--- config.mk ---
export PLATFORM = sky130hd
export DESIGN_NAME = mem_port_arbiter
export DESIGN_NICKNAME = d
export VERILOG_FILES = /design/src/rtl/mem_port_arbiter.sv
export SDC_FILE = /design/constraint.sdc
export NUM_CORES = 1
export LEC_CHECK = 0
export CORE_AREA = 10 10 330 332
export CTS_BUF_LIST = sky130_fd_sc_hd__clkbuf_8
export DETAILED_ROUTE_END_ITERATION = 10
export DIE_AREA = 0 0 340 342
export SYNTH_ARGS = -nofsm -noshare
export SYNTH_HDL_FRONTEND = slang
export SYNTH_SLANG_ARGS = --single-unit
--- constraint.sdc ---
create_clock -name clock -period 2.6 [get_ports clock]
set_clock_uncertainty 0.2 [all_clocks]
set_input_delay 0.52 -clock clock [delete_from_list [all_inputs] [get_ports clock]]
set_output_delay 0.52 -clock clock [all_outputs]
set_load 0.01 [all_outputs]
--- src/rtl/mem_port_arbiter.sv ---
// Shares one memory block port between the icache refill path and the dcache refill/write-back path.
// Optional ARB_ROUND_ROBIN_EN: alternate grants on contention instead of fixed dcache priority.
module mem_port_arbiter #(
    parameter int ADDR_WIDTH = 28,
    parameter int DATA_WIDTH = 128
) (
    input  logic                  clock,
    input  logic                  reset,
    input  logic                  i_mem_read,
    input  logic                  i_mem_write,
    input  logic [ADDR_WIDTH-1:0] i_mem_address,
    input  logic [DATA_WIDTH-1:0] i_mem_writedata,
    output logic [DATA_WIDTH-1:0] i_mem_readdata,
    output logic                  i_mem_busywait,
    input  logic                  d_mem_read,
    input  logic                  d_mem_write,
    input  logic [ADDR_WIDTH-1:0] d_mem_address,
    input  logic [DATA_WIDTH-1:0] d_mem_writedata,
    output logic [DATA_WIDTH-1:0] d_mem_readdata,
    output logic                  d_mem_busywait,
    output logic                  mem_read,
    output logic                  mem_write,
    output logic [ADDR_WIDTH-1:0] mem_address,
    output logic [DATA_WIDTH-1:0] mem_writedata,
    input  logic [DATA_WIDTH-1:0] mem_readdata,
    input  logic                  mem_busywait
);

    // state   | meaning
    // IDLE    | no request driven, arbitrate on next edge
    // BUSY_I  | icache transaction in flight
    // BUSY_D  | dcache transaction in flight
    // DONE    | one cycle gap, winner's busywait released
    localparam logic [1:0] ST_IDLE   = 2'd0;
    localparam logic [1:0] ST_BUSY_I = 2'd1;
    localparam logic [1:0] ST_BUSY_D = 2'd2;
    localparam logic [1:0] ST_DONE   = 2'd3;

    localparam logic GRANT_I = 1'b0;
    localparam logic GRANT_D = 1'b1;

    logic [1:0]            state_q, state_d;
    logic                  seen_busy_q, seen_busy_d;
    logic                  last_grant_q, last_grant_d;
    logic                  mem_read_q, mem_read_d;
    logic                  mem_write_q, mem_write_d;
    logic [ADDR_WIDTH-1:0] mem_address_q, mem_address_d;
    logic [DATA_WIDTH-1:0] mem_writedata_q, mem_writedata_d;
    logic [DATA_WIDTH-1:0] i_readdata_q, i_readdata_d;
    logic [DATA_WIDTH-1:0] d_readdata_q, d_readdata_d;
    logic                  req_i, req_d, win_d;

    assign req_i = i_mem_read | i_mem_write;
    assign req_d = d_mem_read | d_mem_write;

`ifdef ARB_ROUND_ROBIN_EN
    assign win_d = req_d & (~req_i | (last_grant_q == GRANT_I));
`else
    assign win_d = req_d;
`endif

    always_comb begin
        state_d         = state_q;
        seen_busy_d     = seen_busy_q;
        last_grant_d    = last_grant_q;
        mem_read_d      = mem_read_q;
        mem_write_d     = mem_write_q;
        mem_address_d   = mem_address_q;
        mem_writedata_d = mem_writedata_q;
        i_readdata_d    = i_readdata_q;
        d_readdata_d    = d_readdata_q;
        case (state_q)
            ST_IDLE: begin
                if (req_i | req_d) begin
                    // A simultaneous read+write from one side is treated as a write.
                    if (win_d) begin
                        state_d         = ST_BUSY_D;
                        mem_write_d     = d_mem_write;
                        mem_read_d      = d_mem_read & ~d_mem_write;
                        mem_address_d   = d_mem_address;
                        mem_writedata_d = d_mem_writedata;
                    end else begin
                        state_d         = ST_BUSY_I;
                        mem_write_d     = i_mem_write;
                        mem_read_d      = i_mem_read & ~i_mem_write;
                        mem_address_d   = i_mem_address;
                        mem_writedata_d = i_mem_writedata;
                    end
                end
            end
            ST_BUSY_I, ST_BUSY_D: begin
                if (mem_busywait) begin
                    seen_busy_d = 1'b1;
                end else if (seen_busy_q) begin
                    if (mem_read_q) begin
                        if (state_q == ST_BUSY_D) d_readdata_d = mem_readdata;
                        else                      i_readdata_d = mem_readdata;
                    end
                    last_grant_d    = (state_q == ST_BUSY_D) ? GRANT_D : GRANT_I;
                    mem_read_d      = 1'b0;
                    mem_write_d     = 1'b0;
                    mem_address_d   = '0;
                    mem_writedata_d = '0;
                    seen_busy_d     = 1'b0;
                    state_d         = ST_DONE;
                end
            end
            ST_DONE: begin
                state_d = ST_IDLE;
            end
            default: begin
                state_d = ST_IDLE;
            end
        endcase
    end

    always_ff @(posedge clock or negedge reset) begin
        if (!reset) begin
            state_q         <= ST_IDLE;
            seen_busy_q     <= 1'b0;
            last_grant_q    <= GRANT_I;
            mem_read_q      <= 1'b0;
            mem_write_q     <= 1'b0;
            mem_address_q   <= '0;
            mem_writedata_q <= '0;
            i_readdata_q    <= '0;
            d_readdata_q    <= '0;
        end else begin
            state_q         <= state_d;
            seen_busy_q     <= seen_busy_d;
            last_grant_q    <= last_grant_d;
            mem_read_q      <= mem_read_d;
            mem_write_q     <= mem_write_d;
            mem_address_q   <= mem_address_d;
            mem_writedata_q <= mem_writedata_d;
            i_readdata_q    <= i_readdata_d;
            d_readdata_q    <= d_readdata_d;
        end
    end

    assign mem_read       = mem_read_q;
    assign mem_write      = mem_write_q;
    assign mem_address    = mem_address_q;
    assign mem_writedata  = mem_writedata_q;
    assign i_mem_readdata = i_readdata_q;
    assign d_mem_readdata = d_readdata_q;

    // Only the requester just served sees its stall released, and only for the DONE cycle.
    assign i_mem_busywait = req_i & ~((state_q == ST_DONE) & (last_grant_q == GRANT_I));
    assign d_mem_busywait = req_d & ~((state_q == ST_DONE) & (last_grant_q == GRANT_D));

endmodule

* Yosys cells after proc, flatten, opt, wreduce, memory -nomap -nowiden *
Index checks and enable logic that the tools add are counted.

cells by class
  equality and inequality tests = 6
  muxes and demuxes = 25
  bitwise logic cells = 16
  reduce and logical (&&, ||, !) cells = 8

operators with widths
  cell                                                             number
  128-bit two-way mux                                              4
  128-bit one-hot mux with 2 select lines                          1
  28-bit two-way mux                                               4
  28-bit one-hot mux with 2 select lines                           1
  5-bit AND reduction                                              2
  1-bit two-way mux                                                8
  2-bit two-way mux                                                4
  1-bit NOT                                                        7
  1-bit bitwise AND                                                6
  2-bit != test, second input constant                             3
  2-bit one-hot mux with 3 select lines                            1
  3-bit AND reduction                                              2
  2-bit == test, second input constant                             2
  1-bit one-hot mux with 2 select lines                            2
  4-bit AND reduction                                              1
  1-bit bitwise OR                                                 3
  2-bit by 1-bit == test with 1-bit output, second input constant  1
  2-bit logical NOT                                                1
  2-bit nonzero test                                               1
  2-bit OR reduction                                               1

storage, ports and cells
  register bits = 418
  output and inout port bits = 416
  word-level logic and storage cells = 64

* Longest topological paths before layout *
Gate-level depths: netlist of the first run.

  depth after elaboration = 5
  mapped depth = 8
  gate-level depth less buffers = 5

* Worst setup path before layout of the first run *
No wires, ideal clock.

  kind = register to register
  start point = reg state_q[0]
  end point = reg i_readdata_q[100], in the netlist i_mem_readdata[100]
  data arrival time = 1.768 ns
  required time = 2.275 ns
  slack = 0.507 ns
  stages on the path, launching flop included = 8
  buffers on the path = 3
  cells stage by stage = dfrtp_1 > inv_1 > ha_1 > clkbuf_1 > and4b_1 > buf_2 > buf_4 > mux2_2

on the way
  word-level cells in the longest chain between the ends = 3
  elaborated cells on any way between the ends = 5
  those cells by class = 2 x eq/ne; 1 x bitwise; 2 x reduce/logical

ends and longest elaborated chain
  element                                                                    line    RTL
  from (decl)                                                                42      logic [1:0] state_q, state_d;
  from (signal assigned)                                                     129     state_q <= state_d;
  2-bit == test or 2-bit by 1-bit == test with 1-bit output (tied branches)  72, 96
  2-bit OR reduction or 1-bit NOT (tied branches)                            -
  5-bit AND reduction (no source line) (*)                                   -
  to (signal assigned)                                                       136     i_readdata_q <= i_readdata_d;
  to (decl)                                                                  49      logic [DATA_WIDTH-1:0] i_readdata_q, i_readdata_d;

Every way passes the cells marked *; elsewhere a longest branch is shown, timed or not.
A chain may end at the register's enable or synchronous reset.

* Worst setup path in the final report of the first run *
  start point = reg mem_writedata_q[56], in the netlist mem_writedata[56]
  end point = out mem_writedata[56]

RTL lines
  element                 line  RTL
  from (decl)             48    logic [DATA_WIDTH-1:0] mem_writedata_q, mem_writedata_d;
  from (signal assigned)  135   mem_writedata_q <= mem_writedata_d;
  to (decl)               24    output logic [DATA_WIDTH-1:0] mem_writedata,

No word-level cell between the ends.

==> out/results.txt, run 1 <==
result of the run: finished, final reports clean
gr usage total: 0.149
Avg Inst Size Synth: 12.4 um^2
via-per-instance ratio: 4.34
reg-to-reg startpoint: state_q[0]
fraction of power consumed by sequential logic: 0.307
core area: 103000 um^2
max-capacitance violation count: 0
post-synthesis share of cell area spent on xor and xnor gates: 0
power density over cell area: 1110 nW/um^2
fraction of power consumed by combinational cells: 0.504
sequential fraction of the synthesis area: 0.513
number of CTS-inserted buffers: 80
mux contribution to synthesized area: 0.219
critical-path cell with the highest stage delay: clkdlybuf4s50_1
Worst Path Max Fanout: 4
buffers and inverters on the worst path: 1
final setup violation count: 0
area grow syn2layout: 61.6%
largest family of logic cells by synthesized area: multiplexers
largest vdd supply drop: 1120 uV
area share of fa/ha/maj cells after synthesis: 0.00184
complex-gate fraction of the synthesized area: 0.154
placed wire-length estimate after detailed placement: 70100 um
count of pins over their slew limit: 0
sum of routed wire length over all layers: 90800 um
y dimension of the die: 342 um
most used flip-flop cell after synthesis: dfrtp_1
Clock power frac: 0.189
root buffer cell: clkbuf_8
slew at the pin with the worst max-slew slack: 0.834 ns
overall power: 0.0367 W
fraction of layout instances using a drive strength above 1: 0.232
number of warnings reported in the yosys synthesis log: 0
Hold Crit Class: input port to asynchronous set/reset pin
number of standard cells in the layout, taps in and fillers out: 4010
relative max-transition margin: 0.444
Placer Congestion: 0.814
violation count after the first detailed-route iteration: 954
cell-by-cell listing of the critical path: clkdlybuf4s50_1
main area contributors after synthesis: dfrtp_1 (51%), mux2_2 (14%), mux2i_1 (7.7%)
Die ar.: 116000 um^2
net count of the mapped netlist: 2097
endpoint of the worst register-to-register path: i_mem_readdata[35]
initial antenna violation count: 18
Starting Density: 0.199
Post-Synth Simple-Gate Area: 0.0727
quantity of I/O buffers inserted on ports: 862
final routed DRC violation total: 0
cell type with the largest total area after synthesis: dfrtp_1
Die X: 340 um
Max Clk Rate: 399 MHz
Setup crit end kind: output port
post-route worst hold slack: 0.126 ns
global-route wire length before repair: 130000 um
number of different library cells in the post-synthesis netlist: 32
clock edge transition at the registers on the reported setup and hold paths: 0.06 ns
Reg2Reg Setup Slack: 0.33 ns
net switching fraction of the power: 0.382
Ports: 863
post-detailed-route wirelength per cell: 22.6 um
kind of critical path: register to output port
most frequent cells after synthesis: dfrtp_1 (418), mux2_2 (257), nand2_1 (158)
Yosys top cell area share: 0.513
data required time of the worst path: 1.88 ns
Tmin final: 2.50 ns
number of core rows: 118
placed instance count: 3860
R2R depth: 6
CP top delay family: buffers and inverters
TritonCTS clock tree: built
vias after detailed routing: 17400
Cell Area, Synth: 20400 um^2
RSZ-0062 raised after global routing: no
CTS Buffer Depth: 3
clock sinks: 418
fraction of registers with async set/reset: 1.00
internal portion of total power: 0.0226 W
Antenna Violating Nets Remaining: 0
startpoint type of the worst setup path: register
insertion delay of the later-clocked pin in the worst-skew pair: 0.73 ns
number of nets in the final layout: 3014
most frequent cell after synthesis: dfrtp_1
count of TritonRoute iterations in the first routing pass: 5
via count of the first global-routing pass: 18300
post-route clock period utilization: 0.963
overall overflow remaining after global route: 0
H-tree depth: 3
worst stage delay on the critical path: 0.67 ns
number of flops mapped to enable cells by yosys: 0
arrival time at the worst endpoint: 1.78 ns
final hold vios: 0
switching power: 0.0140 W
number of synthesized register bits: 418
LEAKAGE: 14.1 nW
Mapped Cells: 1647
maximum number of pins on one net before global-route repair: 85
## cell families (layout without fill, tap and decap cells)
group,after synthesis,in the layout
AO/OA/AOI/OAI,328,328
adder cells (fa/ha/maj),3,3
flip-flops,418,418
multiplexers,413,413
buffers and inverters,156,1127
other,0,12
AND/OR/NAND/NOR,329,329
## through the flow
step | area, um^2 | util | setup slack [ns] | TNS, ns
3_5_place_dp | 31200 | 0.304 | -0.297 | -28.55
6_report | 32900 | 0.321 | 0.0966 | 0
2_1_floorplan | 20400 | - | 0.507 | 0
3_3_place_gp | 31200 | 0.304 | -0.270 | -28.70
5_1_grt | 32900 | 0.321 | 0.00542 | 0
4_1_cts | 32900 | 0.321 | 0.00168 | 0
## how the worst max path moves through the flow
stage,startpoint,to,slack [ns],cells after the start
detailed placement,d_mem_write,mem_writedata[68],-0.30,7
floorplan,state_q[0],i_mem_readdata[100],0.51,7
finish,mem_writedata[56],mem_writedata[56],0.1,1
global route,mem_writedata[91],mem_writedata[91],0.005,1
global placement,d_mem_write,mem_writedata[68],-0.27,7
CTS,d_mem_readdata[85],d_mem_readdata[85],0.002,1
## area by class of cell
| class | instances | area (um^2) |
|---|---|---|
| diodes | 12 | 30.0 |
| clock buffers | 99 | 1360 |
| clock inverters | 37 | 318 |
| fillers | 10400 | 69700 |
| inverters | 4 | 15.0 |
| multi-input cells | 1073 | 9180 |
| flip-flops and latches | 418 | 10500 |
| well taps | 1380 | 1730 |
| repair buffers | 987 | 9850 |
## layer usage
layer  up-vias  global-route usage  wire, um
met5         -                   0        56
met4         8              0.0508      2150
met3       119              0.0518      7280
met2       685               0.243     43900
met1      8585               0.180     37400
li1       7988                   -         -
## flip-flops by register name, indices dropped and copies added, names as in the netlist
signal	flops
d_mem_readdata	128
i_mem_readdata	128
last_grant_q	1
mem_address	28
mem_read	1
mem_write	1
mem_writedata	128
seen_busy_q	1
state_q	2
## power by group through the flow
stage	sequential [W]	clock, W	combinational, W
2_1_floorplan	0.0122	0	0.00802
3_3_place_gp	0.0112	0	0.0187
3_5_place_dp	0.0113	0	0.0189
4_1_cts	0.0112	0.00727	0.0188
5_1_grt	0.0116	0.00753	0.0198
6_report	0.0112	0.00694	0.0185
## repair_timing
action | in CTS | in global routing
resized for setup | 34 | 0
hold endpoints to repair | 329 | 0
setup buffers | 0 | 0
endpoints found under the setup margin | 24 | 0
hold buffers | 2 | 0
## cell usage in the layout (no fill, tap or decap), types with 3 or more instances in the layout
master | netlist | layout
a21oi_1 | 5 | 3
a2bb2oi_1 | 157 | 157
buf_12 | 0 | 25
buf_4 | 14 | 98
bufinv_16 | 0 | 4
clkbuf_8 | 0 | 99
clkdlybuf4s50_1 | 0 | 837
dfrtp_1 | 418 | 418
diode_2 | 0 | 12
dlygate4sd2_1 | 0 | 22
inv_1 | 4 | 28
mux2_2 | 257 | 257
mux2i_1 | 156 | 156
nand2_1 | 158 | 158
nand3_1 | 157 | 157
o211ai_1 | 57 | 57
o211ai_2 | 100 | 100
(Power assumes the default switching activity.)
==> run 2, diff against run 1 <==
Settings changed: SLEW_MARGIN set to 30.
==> results of run 2 <==
The final DEF is identical to that of run 1; final timing and power are the same.
